File: config.mk
export PLATFORM = sky130hd
export DESIGN_NAME = i2c_reg_bank
export DESIGN_NICKNAME = d
export VERILOG_FILES = /design/src/rtl/i2c_reg_bank.sv
export SDC_FILE = /design/constraint.sdc
export NUM_CORES = 1
export LEC_CHECK = 0
export CAP_MARGIN = 25
export CELL_PAD_IN_SITES_DETAIL_PLACEMENT = 2
export CELL_PAD_IN_SITES_GLOBAL_PLACEMENT = 2
export CORE_ASPECT_RATIO = 0.7
export CORE_UTILIZATION = 39
export DETAILED_ROUTE_END_ITERATION = 16
export HOLD_SLACK_MARGIN = 0.08
export PLACE_DENSITY_LB_ADDON = 0.1
export SYNTH_ARGS = -nofsm -noshare
export SYNTH_HDL_FRONTEND = slang
export SYNTH_SLANG_ARGS = --single-unit
File: constraint.sdc
create_clock -name clk -period 8.85 [get_ports clk]
set_clock_uncertainty 0.05 [all_clocks]
set_input_delay 1.77 -clock clk [delete_from_list [all_inputs] [get_ports clk]]
set_output_delay 1.77 -clock clk [all_outputs]
set_load 0.05 [all_outputs]
File: src/rtl/i2c_reg_bank.sv
// i2c_reg_bank: slave-side storage for framed I2C bytes addressed to this device.
// Incoming payloads fill the lowest free slot. The controller reads slots by index
// and releases them explicitly. The block reports occupancy, ack/nack pulses and a
// sticky overflow flag.
module i2c_reg_bank #(
  parameter int                 DATA_W   = 8,
  parameter int                 DEPTH    = 6,
  parameter int                 ADDR_W   = 4,
  parameter logic [ADDR_W-1:0]  DEV_ADDR = 4'b0001,
  parameter int                 IDX_W    = $clog2(DEPTH),
  parameter int                 CNT_W    = $clog2(DEPTH+1)
) (
  input  logic                  clk,
  input  logic                  rst,
  input  logic                  frame_valid,
  input  logic [DATA_W+3:0]     frame,
  input  logic [ADDR_W-1:0]     addr,
  input  logic                  rd_en,
  input  logic [IDX_W-1:0]      rd_idx,
  input  logic                  rd_clr,
  input  logic                  clr_ovf,
  output logic [DATA_W-1:0]     rd_data,
  output logic                  rd_valid,
  output logic                  ack,
  output logic                  nack,
  output logic [DEPTH-1:0]      slot_valid,
  output logic [CNT_W-1:0]      count,
  output logic                  full,
  output logic                  empty,
  output logic                  overflow
);

  logic [DEPTH-1:0][DATA_W-1:0] mem_q, mem_d;
  logic [DEPTH-1:0]             slot_valid_q, slot_valid_d;
  logic [DATA_W-1:0]            rd_data_q, rd_data_d;
  logic                         rd_valid_q, rd_valid_d;
  logic                         ack_q, ack_d;
  logic                         nack_q, nack_d;
  logic                         ovf_q, ovf_d;

  logic                         accept;
  logic                         found;
  logic [IDX_W-1:0]             wr_idx;
  logic                         rd_in_range;
  logic [IDX_W-1:0]             rd_sel;
  logic [CNT_W-1:0]             count_c;

  // Only the start bit is qualified. The ack, nack and stop bits are carried through unchecked.
  logic unused_frame_bits;
  assign unused_frame_bits = ^{frame[1], frame[DATA_W+3:DATA_W+2]};

  // Accept qualification, free-slot search over the pre-edge occupancy, and the read index guard.
  always_comb begin
    accept      = frame_valid && frame[0] && (addr == DEV_ADDR);
    found       = 1'b0;
    wr_idx      = '0;
    for (int i = 0; i < DEPTH; i++) begin
      if (!found && !slot_valid_q[i]) begin
        found  = 1'b1;
        wr_idx = IDX_W'(i);
      end
    end
    rd_in_range = (32'(rd_idx) < DEPTH);
    // Clamp the index so that an out-of-range index never addresses past the array.
    rd_sel      = rd_in_range ? rd_idx : '0;
  end

  // Next-state logic for storage, occupancy, the read port, the response pulses and overflow.
  always_comb begin
    mem_d        = mem_q;
    slot_valid_d = slot_valid_q;
    rd_data_d    = rd_data_q;
    rd_valid_d   = 1'b0;
    ack_d        = 1'b0;
    nack_d       = 1'b0;
    ovf_d        = ovf_q;

    // A read samples the pre-edge contents, so a read and release in the same cycle returns the old data.
    if (rd_en) begin
      if (rd_in_range && slot_valid_q[rd_sel]) begin
        rd_data_d  = mem_q[rd_sel];
        rd_valid_d = 1'b1;
      end else begin
        rd_data_d  = '0;
      end
    end

    if (rd_clr && rd_in_range)
      slot_valid_d[rd_sel] = 1'b0;

    // wr_idx was free before the edge, so the write can never target the slot being released.
    if (accept) begin
      if (found) begin
        mem_d[wr_idx]        = frame[DATA_W+1:2];
        slot_valid_d[wr_idx] = 1'b1;
        ack_d                = 1'b1;
      end else begin
        nack_d = 1'b1;
      end
    end

    // A drop in the same cycle as the clear takes priority over the clear.
    if (clr_ovf) ovf_d = 1'b0;
    if (nack_d)  ovf_d = 1'b1;
  end

  // Register all of the state. Reset clears it at once, including any pending pulse.
  always_ff @(posedge clk or posedge rst) begin
    if (rst) begin
      mem_q        <= '0;
      slot_valid_q <= '0;
      rd_data_q    <= '0;
      rd_valid_q   <= 1'b0;
      ack_q        <= 1'b0;
      nack_q       <= 1'b0;
      ovf_q        <= 1'b0;
    end else begin
      mem_q        <= mem_d;
      slot_valid_q <= slot_valid_d;
      rd_data_q    <= rd_data_d;
      rd_valid_q   <= rd_valid_d;
      ack_q        <= ack_d;
      nack_q       <= nack_d;
      ovf_q        <= ovf_d;
    end
  end

  // The occupancy count is derived from slot_valid, so it cannot drift or wrap.
  always_comb begin
    count_c = '0;
    for (int i = 0; i < DEPTH; i++)
      count_c = count_c + CNT_W'(slot_valid_q[i]);
  end

  assign rd_data    = rd_data_q;
  assign rd_valid   = rd_valid_q;
  assign ack        = ack_q;
  assign nack       = nack_q;
  assign slot_valid = slot_valid_q;
  assign count      = count_c;
  assign full       = (32'(count_c) == DEPTH);
  assign empty      = (count_c == '0);
  assign overflow   = ovf_q;

endmodule

After elaboration in Yosys (flattened, before gate mapping). Index checks and enable logic that the tools add are counted.

$add $sub $neg: 5. Magnitude comparators: 5. Equal/unequal tests: 2. Muxes and demuxes: 35. Bitwise operators: 3. Reductions and logical operators: 23.

Operators by type and width (number): 48-bit bitwise mux (1); 8-bit binary-select mux with 3-bit select (1); 8-bit demux with 3-bit select (1); 8-bit two-way mux (3); 1-bit two-way mux (18); 6-bit two-way mux (3); 3-bit two-way mux (5); 1-bit logical AND (11); 3-bit by 1-bit adder with 3-bit output (3); 1-bit zero test (9); 3-bit by 4-bit less-than comparator with 1-bit output (second input constant) (2); 6-bit bitwise AND (1); 1-bit demux with 3-bit select (2); 3-bit by 1-bit greater-or-equal comparator with 1-bit output (second input constant) (2); 6-bit NOT (1); 6-bit OR (1); 4-bit by 1-bit == test with 1-bit output (second input constant) (1); 2-bit by 1-bit adder with 3-bit output (1); 1-bit binary-select mux with 3-bit select (1); 3-bit == test (second input constant) (1); 3-bit zero test (1); 3-bit less-than comparator (second input constant) (1); 1-bit by 1-bit adder with 2-bit output (1); 2-bit AND reduction (1); 2-bit nonzero test (1).

Register bits after elaboration: 66. Input port bits: 25. Output and inout bits: 23. Logic and storage cells: 85.

Longest topological paths before layout. Gate-level depths: netlist of run 1.

Depth after elaboration: 22. Mapped depth: 8. Mapped depth without buffers: 8.

Worst setup path after synthesis of run 1. OpenSTA, ideal clock, no wires.

Kind: register to output. Start point: reg slot_valid_q[0], in the netlist slot_valid[0]. End point: out empty. Arrival: 3.792 ns. Data required time: 7.030 ns. Setup slack: 3.238 ns. Cell stages (with the launch flop): 8. Buffers on the path: 0. Cell sequence: dfrtp_1 -> fa_1 -> inv_1 -> fa_1 -> inv_1 -> ha_1 -> fa_1 -> nor3_1.

Word-level cells in the longest chain between the ends: 6.

Ends and longest elaborated chain: start, declared (RTL line 34) `logic [DEPTH-1:0] slot_valid_q, slot_valid_d;`; start signal, assigned (RTL line 119) `slot_valid_q <= slot_valid_d;`; 1-bit by 1-bit adder with 2-bit output (RTL line 132) `count_c = count_c + CNT_W'(slot_valid_q[i]);`; 2-bit by 1-bit adder with 3-bit output (RTL line 132); 3-bit by 1-bit adder with 3-bit output (3 in series) (RTL line 132); via count[1] (RTL line 27) `output logic [CNT_W-1:0] count,`; 3-bit zero test (RTL line 142) `assign empty = (count_c == '0);`; end, declared (RTL line 29) `output logic empty,`.

The timed path passes the listed nets, and every way through them passes these cells.

Worst setup path in the final report of run 1.
Start point: reg slot_valid_q[0], in the netlist slot_valid[0]. End point: out empty.

Word-level cells in the longest chain between the ends: 6.

Ends and longest elaborated chain (RTL line): 1-bit by 1-bit adder with 2-bit output (132); 2-bit by 1-bit adder with 3-bit output (132); 3-bit by 1-bit adder with 3-bit output (3 in series) (132); 3-bit zero test (142).

Every way passes these cells.

==> results.tsv, run 1 <==
stage	metric	value	unit
run_status	status	finished clean	
power	ir_drop	0.108	mV
floorplan	ioPinCount	48	
routing	drt-wirelength-per-cell	20.2	um
sta	hold_viol_final	0	
synthesis	netlist_instances	267	
routing	met2_length	3880	um
critical_path	crit_arrival	3580	ps
clocking	cts_max_path_buffers	2	
synthesis	synthArstFlopShare	100	%
final_layout	final_common_cell	dfrtp_1	
sta	worst_pin_slew	1090	ps
clocking	numCtsBuffers	9	
grt	grt_pass1_vias	2415	
critical_path	startpoint_type	flop	
routing	wl_met3	297	um
routing	route.detailed.drc	0	
grt	grt_max_degree	67	
clocking	cts-root-buf	clkbuf_16	
synthesis	yosysUniqueCellTypes	38	
sta	fmax	185	MHz
synthesis	synth_edf_count	0	
clocking	clock_latency	330	ps
synthesis	syn_nets	301	
routing	routed_via_density	5.45	
final_layout	fin_util	50.6	%
grt	grt_use_total	21.6	%
clocking	clk_pin_slew_worst_paths	50	ps
routing	wirelength	8430	um
synthesis	ys_ff_latch	66	
synthesis	syn_area	0.00322	sq mm
clocking	cts_tree	yes	
clocking	post_cts_buffers	0	
final_layout	insertedDiodeCount	0	
synthesis	synth.avg_cell_area	12.0	sq um
clocking	ctsResizeCount	0	
sta	post-route-period-util	61.0	%
sta	hold-worst-slack	455	ps
clocking	cts_hold_buf	0	
routing	dr.pass1.iters	4	
final_layout	layout.nets	348	
floorplan	die_w	111	um
routing	drt_iter0_markers	72	
power	powerDensity	187	mW/mm^2
final_layout	area_growth_syn_to_layout	24.8	%
routing	via_count	2274	
critical_path	cp_max_fo	6	
placement	gp_congestion	0.688	
hold_path	worstHoldPathType	flop to flop	
synthesis	synth_top_area_share	51.3	%
power	p_total	749	uW
final_layout	fillers	827	
critical_path	worstSetupPathType	flop to output pin	
synthesis	yosys.area.top_type	dfrtp_1	
routing	wirelength_met1	4150	um
final_layout	stdcell_count	417	
routing	final_antenna_net_count	0	
clocking	clkSinkCount	66	
floorplan	die_area	0.00862	sq mm
final_layout	layout_common_cells	dfrtp_1, mux2_2, clkdlybuf4s50_1	
synthesis	synth.area.top_cells	dfrtp_1, mux2_2, mux2i_1	
grt	grt_first_pass_wirelength	13800	um
floorplan	die_h	78.0	um
synthesis	ys.warnings.count	0	
sta	max_slew_margin	27.2	%
sta	rsz0062_at_grt	no	
routing	top_layer_used	met4	
sta	finalSetupViolCount	0	
floorplan	start_util	40.5	%
power	leakagePower	0.00186	uW
synthesis	synth-main-ff-cell	dfrtp_1	
critical_path	required	7030	ps
synthesis	synth-seq-area-share	51.3	%
final_layout	drive_above_1_share	22.8	%
placement	post-dp-hpwl	5660	um
grt	antenna_found_initial	0	
placement	place_inst	404	
grt	overflow	0	
sta	tns	0	ps
floorplan	rows	27	
job	drv_cap	0	
sta	drv_slew	0	
sta	fin_crit	5400	ps
floorplan	coreArea	0.00794	sq mm
clocking	htreeDepth	3	
placement	io_buffers	44	
critical_path	end_kind	output pin	
## synthesized netlist by cell type (2+ instances only)
cell and count:
fa_1 3, a21o_1 2, nand2_1 23, mux2_2 48, buf_2 5, dfrtp_1 66, clkbuf_1 3, inv_1 20
o21ai_0 19, mux2i_1 17, ha_1 6, o22ai_1 9, a21oi_1 11, nor2_1 6, nand3_1 3, nand2b_1 4
## final timing paths
check,startpoint,to,slack [ps],depth (start not counted)
max,slot_valid[0]$_DFF_PP0_,empty,3450,8
min,mem_q[36]$_DFFE_PP0P_,mem_q[36]$_DFFE_PP0P_,460,1
max reg2reg,slot_valid[0]$_DFF_PP0_,mem_q[44]$_DFFE_PP0P_,6510,4
min reg2reg,mem_q[36]$_DFFE_PP0P_,mem_q[36]$_DFFE_PP0P_,460,1
max in group asynchronous,rst,rd_data[0]$_DFFE_PP0P_,6190,3
min in group asynchronous,rst,rd_data[1]$_DFFE_PP0P_,1960,3
## state kept, by name, summed over array words and instances, names as in the netlist
register,count
ack,1
mem_q,48
nack,1
overflow,1
rd_data,8
rd_valid,1
slot_valid,6
## stage by stage
step / instance area (sq um) / setup WS (ps)
3_5_place_dp: 3750 / 3750
5_1_grt: 4010 / 3280
2_1_floorplan: 3220 / 3240
3_3_place_gp: 3750 / 3830
6_report: 4010 / 3450
4_1_cts: 4010 / 3410
## cells by family after synthesis
| family | count (synthesis) | share of synthesized area (%) |
|---|---|---|
| compound gates | 46 | 8.87 |
| fa+ha+maj | 9 | 4.20 |
| buf+inv | 30 | 3.81 |
| flops | 66 | 51.3 |
| mux | 65 | 22.1 |
| simple gates | 51 | 9.68 |
## area by class of cell
class / count / area, sq um / area share (%)
inverter: 20 / 75.1 / 1.87
sequential: 66 / 1650 / 41.1
clock buffer: 13 / 260 / 6.48
multi-input combinational: 171 / 1450 / 36.0
tap: 101 / 126 / 3.15
timing repair buffer: 46 / 455 / 11.3
## where the power goes
part | leakage, uW | switching [uW] | internal, uW
sequential | 0.000909 | 8.71 | 316
combinational | 0.000822 | 64.9 | 42.3
clock | 0.000128 | 118 | 200
total | 0.00186 | 191 | 558
## metal layers
layer	GRT usage (%)	up-vias
met1	29.6	1198
li1	-	1029
met3	5.94	10
met4	6.80	0
met2	33.2	37
met5	0	-
## critical path: stages, from the launching register on
cell and delay [ps]:
dfrtp_1 460, fa_1 560, inv_1 50, fa_1 470
inv_1 40, ha_1 180, fa_1 480, nor3_1 190
clkdlybuf4s50_1 830
Power figures use the tool's default switching activity.
==> inputs of run 2 (changes only) <==
- CORE_UTILIZATION: 39 -> 36
- clock period: 8.85 -> 5.6 ns (I/O delays scaled with it)
==> results.tsv, run 2 (synthesized netlist as in run 1, its figures left out) <==
stage	metric	value	unit	change
critical_path	path_depth	8		unchanged
critical_path	timing.rr.end	mem_q[40]$_DFFE_PP0P_		
sta	worst_pin_slew	816	ps	-270 ps
floorplan	die_h	81.1	um	+4.0%
critical_path	cp_top_family	adder cells		
sta	rsz0062_at_grt	no		
sta	max_slew_margin	45.2	%	+18 points
routing	wirelength	8680	um	+2.9%
routing	drt_iter0_markers	95		+32%
floorplan	die_w	115	um	+4.0%
grt	overflow	0		unchanged
run_status	status	finished clean		
grt	antenna_found_initial	0		unchanged
sta	tns	0	ps	unchanged
floorplan	die_area	0.00932	sq mm	+8.2%
power	leakagePower	0.00190	uW	+2.4%
clocking	numCtsBuffers	9		unchanged
sta	hold_viol_final	0		unchanged
placement	io_buffers	44		unchanged
placement	dpl_cell_area	0.00380	sq mm	+1.1%
critical_path	path_cells	fa_1 > inv_1 > fa_1 > inv_1 > ha_1 > fa_1 > nor3_1 > clkdlybuf4s50_1		
final_layout	fin_area	0.00412	sq mm	+2.7%
final_layout	regMostFlops	mem_q		
hold_path	worstHoldPathType	flop to flop		
routing	dr.pass1.iters	4		unchanged
hold_path	hold-path-endpoint	mem_q[13]$_DFFE_PP0P_		
clocking	clock_latency	330	ps	about the same
critical_path	cp_common_cell	fa_1		
critical_path	critPathMaxStageDelay	830	ps	about the same
placement	post-dp-hpwl	5840	um	+3.1%
final_layout	insertedDiodeCount	0		unchanged
floorplan	start_util	37.6	%	-2.9 points
routing	routed_via_density	5.12		-6.0%
critical_path	reg2reg_slack	3270	ps	-3240 ps
sta	drv_slew	0		unchanged
final_layout	final_common_cell	dfrtp_1		
clocking	post_cts_buffers	0		unchanged
critical_path	r2r_cells	4		unchanged
final_layout	area_growth_syn_to_layout	28.1	%	
routing	final_antenna_net_count	0		unchanged
routing	drt-wirelength-per-cell	19.6	um	-2.9%
clocking	cts_tree	yes		
critical_path	required	4430	ps	-2600 ps
critical_path	end_kind	output pin		
final_layout	largest_reg_flops	48		unchanged
sta	fin_crit	4800	ps	
power	powerDensity	305	mW/mm^2	+64%
grt	grt_pass1_vias	2473		+2.4%
clocking	cts_max_path_buffers	2		unchanged
hold_path	min_from	mem_q[13]$_DFFE_PP0P_		
sta	post-route-period-util	85.7	%	
critical_path	worstSetupPathType	flop to output pin		
critical_path	crit_buf_inv	3		unchanged
sta	finalSetupViolCount	0		unchanged
clocking	cts_hold_buf	0		unchanged
floorplan	rows	28		+3.7%
final_layout	drive_above_1_share	24.8	%	+2.1 points
critical_path	cp_max_fo	8		+2
job	drv_cap	0		unchanged
routing	via_count	2265		-0.40%
grt	grt_use_total	21.3	%	-0.29 points
critical_path	r2r_start	slot_valid[0]$_DFF_PP0_		
hold_path	holdPathStages	1		unchanged
sta	fmax	208	MHz	
floorplan	coreArea	0.00855	sq mm	+7.7%
placement	gp_congestion	0.703		+2.3%
floorplan	ioPinCount	48		unchanged
grt	grt_max_degree	47		-30%
power	ir_drop	0.191	mV	+77%
final_layout	layout_common_cells	dfrtp_1, mux2_2, clkdlybuf4s50_1		
critical_path	crit_arrival	3630	ps	+50 ps
critical_path	crit_path_top_delay_cell	clkdlybuf4s50_1		
final_layout	layout.nets	351		+0.86%
clocking	cts-root-buf	clkbuf_16		
clocking	htreeDepth	3		unchanged
clocking	ctsResizeCount	0		unchanged
routing	route.detailed.drc	0		unchanged
critical_path	startpoint_type	flop		
grt	grt_first_pass_wirelength	14000	um	+1.6%
clocking	clk_pin_slew_worst_paths	50	ps	about the same
clocking	clkSinkCount	66		unchanged
[run 2: changes by cell type in the layout (fill, tap and decap cells not counted)]
cell        change
clkinv_2        +3
clkbuf_1        -2
buf_12          +1
buf_4           +1
buf_6           +1
bufinv_16       +1
clkinvlp_4      +1
[run 2: how the worst max path moves through the flow]
stage                            startpoint    end  slack, ps
finish              slot_valid[3]$_DFF_PP0_  empty        800
global route        slot_valid[3]$_DFF_PP0_  empty        630
CTS                 slot_valid[0]$_DFF_PP0_  empty        770
detailed placement  slot_valid[0]$_DFF_PP0_  empty       1150
global placement    slot_valid[0]$_DFF_PP0_  empty       1210
floorplan           slot_valid[0]$_DFF_PP0_  empty        640
[run 2: layout make-up]
cell class / count / area (sq um)
fillers: 875 / 4430
flip-flops and latches: 66 / 1650
multi-input cells: 171 / 1450
repair buffers: 49 / 494
clock buffers: 11 / 253
well taps: 120 / 150
inverters: 20 / 75.1
clock inverters: 5 / 52.6
[run 2: worst reg2reg max path: cells and delay by family, from the launching register on]
family / cells / cell delay, ps
flops: 1 / 460
simple gates: 2 / 870
mux: 1 / 420
fa+ha+maj: 1 / 410
[run 2: power by group]
group	total, uW	internal (uW)	leakage (uW)	switching (uW)
sequential	513	499	0.000909	13.8
combinational	173	69.0	0.000842	104
clock	572	366	0.000151	206
[run 2: through the flow]
stage / hold WS (ps) / total power (uW) / setup slack (ps) / instances / utilization (%)
finish: 454 / 1260 / 802 / 442 / 48.2
global route: 468 / 1310 / 630 / 442 / 48.2
CTS: 458 / 1280 / 768 / 441 / 48.0
detailed placement: 445 / 694 / 1150 / 425 / 44.4
global placement: 437 / 689 / 1210 / 424 / 44.3
floorplan: 429 / 626 / 638 / 267 / -
[run 2: metal layers]
| layer | GRT usage [%] | part of all wire [%] |
|---|---|---|
| met3 | 5.67 | 3.3 |
| met5 | 0 | 0 |
| met2 | 32.7 | 46 |
| met1 | 29.3 | 50 |
| met4 | 7.01 | 1.3 |
==> inputs of run 3 (changes only) <==
- ABC_CLOCK_PERIOD_IN_PS: not set -> 5600
==> results of run 3 <==
No change in the layout: final DEF, timing and power equal those of run 2.
